## config.mk

```make
export PLATFORM = sky130hd
export DESIGN_NAME = life_seq_ctrl
export DESIGN_NICKNAME = d
export VERILOG_FILES = /design/src/rtl/life_seq_ctrl.sv
export SDC_FILE = /design/constraint.sdc
export NUM_CORES = 1
export LEC_CHECK = 0
export BUFFER_PORTS_ARGS = -buffer_cell sky130_fd_sc_hd__buf_2
export CORE_MARGIN = 2
export CORE_UTILIZATION = 58
export CTS_CLUSTER_DIAMETER = 30
export DETAILED_ROUTE_END_ITERATION = 10
export PLACE_DENSITY = 0.93
export SKIP_CTS_REPAIR_TIMING = 1
export SLEW_MARGIN = 15
export SYNTH_ARGS = -nofsm -noshare
export SYNTH_HDL_FRONTEND = slang
export SYNTH_SLANG_ARGS = --single-unit
```

## constraint.sdc

```tcl
create_clock -name clk -period 5.6 [get_ports clk]
set_input_delay 0.56 -clock clk [delete_from_list [all_inputs] [get_ports clk]]
set_output_delay 0.56 -clock clk [all_outputs]
set_load 0.02 [all_outputs]
```

## src/rtl/life_seq_ctrl.sv

```systemverilog
// life_seq_ctrl: seeds the 8x8 life array one 4x4 tile per cycle, then paces
// generation steps and slots host tile writes so a write and a step never share a cycle.
module life_seq_ctrl #(
   parameter logic [15:0] INIT_0 = 16'h0000,
   parameter logic [15:0] INIT_1 = 16'h0000,
   parameter logic [15:0] INIT_2 = 16'h0000,
   parameter logic [15:0] INIT_3 = 16'h0000,
   parameter int          DIV_W  = 24
) (
   input  logic             clk,
   input  logic             reset,
   input  logic             run,
   input  logic             single,
   input  logic [DIV_W-1:0] period,
   input  logic             host_wr,
   input  logic [1:0]       host_tile,
   input  logic [15:0]      host_data,
   output logic             host_ack,
   output logic [15:0]      vali,
   output logic [1:0]       vali_selector,
   output logic             write_enb,
   output logic             step,
   output logic [15:0]      gen_count,
   output logic             busy
);

   typedef enum logic [1:0] {LOAD, READY, WRITE} state_t;

   state_t           state, state_n;
   logic [1:0]       load_idx, load_idx_n;
   logic [DIV_W-1:0] div_cnt, div_n, term;
   logic             pending, pending_n;
   logic             req;
   logic             write_now;
   logic [15:0]      vali_n, gen_n;
   logic [1:0]       sel_n;
   logic             we_n, ack_n, step_n, busy_n;

   function automatic logic [15:0] init_tile(input logic [1:0] idx);
      case (idx)
         2'd0:    return INIT_0;
         2'd1:    return INIT_1;
         2'd2:    return INIT_2;
         default: return INIT_3;
      endcase
   endfunction

   // A period of zero behaves like one: the divider wraps every cycle.
   always_comb begin
      if (period == '0) term = '0;
      else              term = period - DIV_W'(1);
   end

   assign write_now = (state == WRITE);

   always_comb begin
      state_n    = state;
      load_idx_n = load_idx;
      div_n      = div_cnt;
      pending_n  = pending;
      req        = 1'b0;
      vali_n     = vali;
      sel_n      = vali_selector;
      we_n       = 1'b0;
      ack_n      = 1'b0;
      step_n     = 1'b0;
      gen_n      = gen_count;
      busy_n     = 1'b0;
      case (state)
         LOAD: begin
            we_n       = 1'b1;
            sel_n      = load_idx;
            vali_n     = init_tile(load_idx);
            busy_n     = 1'b1;
            div_n      = '0;
            pending_n  = 1'b0;
            load_idx_n = load_idx + 2'd1;
            if (load_idx == 2'd3) state_n = READY;
         end
         default: begin
            if (run) begin
               if (div_cnt == term) begin
                  div_n = '0;
                  req   = 1'b1;
               end else begin
                  div_n = div_cnt + DIV_W'(1);
               end
            end else begin
               div_n = '0;
               req   = single;
            end
            // Host data is latched onto the array bus at acceptance; the strobe follows a cycle later.
            if (write_now) begin
               we_n    = 1'b1;
               ack_n   = 1'b1;
               state_n = READY;
            end else if (host_wr && !host_ack) begin
               state_n = WRITE;
               vali_n  = host_data;
               sel_n   = host_tile;
            end
            if (pending && !write_now) begin
               step_n = 1'b1;
               gen_n  = gen_count + 16'd1;
            end
            pending_n = (pending && write_now) || req;
         end
      endcase
   end

   always_ff @(posedge clk) begin
      if (reset) begin
         state         <= LOAD;
         load_idx      <= 2'd0;
         div_cnt       <= '0;
         pending       <= 1'b0;
         vali          <= 16'h0000;
         vali_selector <= 2'd0;
         write_enb     <= 1'b0;
         host_ack      <= 1'b0;
         step          <= 1'b0;
         gen_count     <= 16'h0000;
         busy          <= 1'b1;
      end else begin
         state         <= state_n;
         load_idx      <= load_idx_n;
         div_cnt       <= div_n;
         pending       <= pending_n;
         vali          <= vali_n;
         vali_selector <= sel_n;
         write_enb     <= we_n;
         host_ack      <= ack_n;
         step          <= step_n;
         gen_count     <= gen_n;
         busy          <= busy_n;
      end
   end

endmodule
```

==> results.py <==
metrics = {
    "outcome": {
        "status": "complete, no violations",
    },
    "placement": {
        "gp_congestion": 0.869,
        "portBuffers": 84,
        "dp_hpwl_um": 6000,
    },
    "yosys": {
        "syn_area_mm2": 0.00362,
        "async_flop_share_pct": 0,
        "synth_adder_area_share_pct": 1.38,
        "synth_nets": 505,
        "synth_top_family_by_area": "simple AND/OR/NAND/NOR gates",
        "yosysWarnings": 0,
        "synth.avg_cell_area_um2": 7.97,
        "synth_xor_area_share_pct": 15.5,
        "yosys.area_share.simple_pct": 31.0,
        "muxShareOfSynthArea_pct": 0,
        "seq_area_frac_synth_pct": 37.1,
        "synth_flop_cell": "dfxtp_1",
        "ys_seq_elements": 67,
        "synth-compound-area-share_pct": 11.7,
        "synth_edf_count": 0,
        "ys_types": 47,
        "syn-instance-count": 454,
    },
    "global_routing": {
        "grt.total_usage_pct": 23.8,
        "grtUsageMet1_pct": 29.8,
        "antenna_found_initial": 0,
        "grt_pass1_wl_um": 13800,
        "grt_max_degree": 27,
        "grt_overflow": 0,
        "gr-max-usage-layer": "met2",
        "grt_pass1_vias": 3192,
        "grt_use_met3_pct": 4.77,
        "met2_usage_pct": 38.9,
    },
    "timing": {
        "setup_viol": 0,
        "tightest_slew_ps": 901,
        "tns_ps": 0,
        "relSlewSlack_pct": 39.9,
        "timing.fmax_mhz": 254,
        "hold_viol": 0,
        "maxSlewViolCount": 0,
        "rsz0062_at_grt": "no",
        "period_share_pct": 70.2,
        "period_needed_ps": 3930,
        "skew_ps": 8.81,
    },
    "worst_setup_path": {
        "slowest_delay_ps": 760,
        "rr_startpoint": "div_cnt[5]",
        "critical-path-top-delay-family": "simple AND/OR/NAND/NOR gates",
        "cp_slowest_cell": "o31ai_4",
        "cp_cell_sequence": "buf_2 > nor4_1 > nand4_1 > or4b_1 > and3_1 > a2111oi_2 > and4_1 > o2111ai_2 > o31ai_4 > nor2_1",
        "path_buf_inv": 1,
        "cp.arrival_ps": 4120,
        "crit_path_start_kind": "primary input",
        "crit_required_ps": 5790,
        "crit_path_end_kind": "flop",
        "critPathLaunch": "period[3]",
        "criticalPathCategory": "primary input to flop",
        "crit_fanout": 24,
    },
    "power_and_ir_drop": {
        "power_density_mw_per_mm2": 254,
        "ir_drop_mv": 0.216,
        "p_leak_uw": 0.00162,
        "p_total_uw": 1080,
    },
    "layout": {
        "diodes": 0,
        "layout-drive-gt1-share_pct": 19.9,
        "nNetsFinal": 579,
        "seq_area_mm2": 0.00134,
        "area_delta_synth_final_pct": 17.0,
        "multi_input_area_mm2": 0.00215,
        "fillCellCount": 457,
    },
    "routing": {
        "via_per_inst": 5.68,
        "vias": 3449,
        "avgRoutedWirePerCell_um": 13.4,
        "routed_wl_um": 8160,
        "drtIter0Drc": 198,
        "first_pass_iters": 5,
        "drcViolationCount": 0,
        "ant_nets": 0,
    },
    "clocking": {
        "cts_sinks": 67,
        "clockBufferDepth": 2,
        "root_buffer": "clkbuf_8",
        "clk_latency_ps": 350,
        "cts_tree": "built",
        "htree_num_levels": 3,
        "path_clk_slew_ps": 70,
        "cts-buffers-inserted": 9,
    },
    "die": {
        "die_area_mm2": 0.00689,
        "die-height_um": 83.0,
        "fp.dieW_um": 83.0,
        "io_pins": 85,
        "start_util_pct": 60.4,
        "num_rows": 28,
        "core_mm2": 0.00599,
    },
    "flow_run": {
        "max-cap-violations": 0,
    },
    "worst_hold_path": {
        "min_from": "vali[5]",
        "min_path_type": "flop to flop",
    },
}
metal layers:
metal	vias up	wire length (µm)
met2	137	3690
met5	-	0
met1	1565	3690
met3	25	553
met4	0	236
li1	1722	-
worst min-delay path, stage by stage, from the launching register on:
cell and delay [ps]:
dfxtp_1 310, nand2_1 50, a21oi_1 50
flip-flops by register name (all words and copies together) (netlist names), 2 cells and up:
name           flops
div_cnt           24
gen_count         16
vali              16
load_idx           2
state              2
vali_selector      2
where the power goes:
part | internal, µW | switching, µW
clock network | 227 | 171
logic | 61.6 | 98.5
registers | 500 | 17.5
per-stage QoR:
step                      hold slack, ps  cell area, µm²  util [%]  setup slack (ps)  cells
after detailed placement             445            4040      67.4              1310    592
after floorplan                      453            3620         -              2240    454
after global placement               438            4040      67.4              1500    592
final                                453            4230      70.7              1670    607
after CTS                            447            4230      70.7              1650    607
after global routing                 457            4230      70.7              1300    607
cells by family after synthesis:
kind of cell / Yosys count
XOR/XNOR: 64
adder cells (fa/ha/maj): 4
AND/OR/NAND/NOR: 228
AO/OA/AOI/OAI: 62
flip-flops: 67
buffers and inverters: 29
layout by cell type, fill, tap and decap left out, types with 11 or more instances in the layout:
cell type	count
nor3_1	13
nand3_1	26
dfxtp_1	67
clkbuf_8	11
nor4_1	11
nand2_1	58
xnor2_1	31
o21ai_0	14
xor2_1	33
buf_2	84
nor2_1	66
a21oi_1	23
area by class of cell:
| cell class | instances | area share, % |
|---|---|---|
| repair buffers | 84 | 9.93 |
| flip-flops and latches | 67 | 31.7 |
| well taps | 75 | 2.22 |
| clock inverters | 2 | 0.828 |
| clock buffers | 13 | 3.75 |
| multi-input cells | 358 | 50.9 |
| inverters | 8 | 0.709 |
synthesized netlist by cell type, drive strengths merged, types with 4 or more instances:
library cell	count	area share (%)
a21oi	23	3.2
and2	4	0.69
and3	10	1.7
and4	4	0.97
buf	4	0.83
clkbuf	17	1.8
dfxtp	67	37
ha	4	1.4
inv	8	0.83
nand2	58	6.0
nand2b	4	0.69
nand3	26	3.6
nand4	7	1.2
nor2	66	6.8
nor3	13	1.8
nor3b	5	1.0
nor4	11	1.9
o21ai	14	1.9
o31ai	5	1.4
or4	5	1.1
xnor2	31	7.5
xor2	33	8.0
worst paths after layout:
check	to	slack, ps	cells past startpoint
min reg2reg	vali[5]	450	2
min	vali[5]	450	2
max reg2reg	div_cnt[18]	2840	9
max	div_cnt[18]	1670	10
Note: power is estimated with default switching activity, not from simulation.
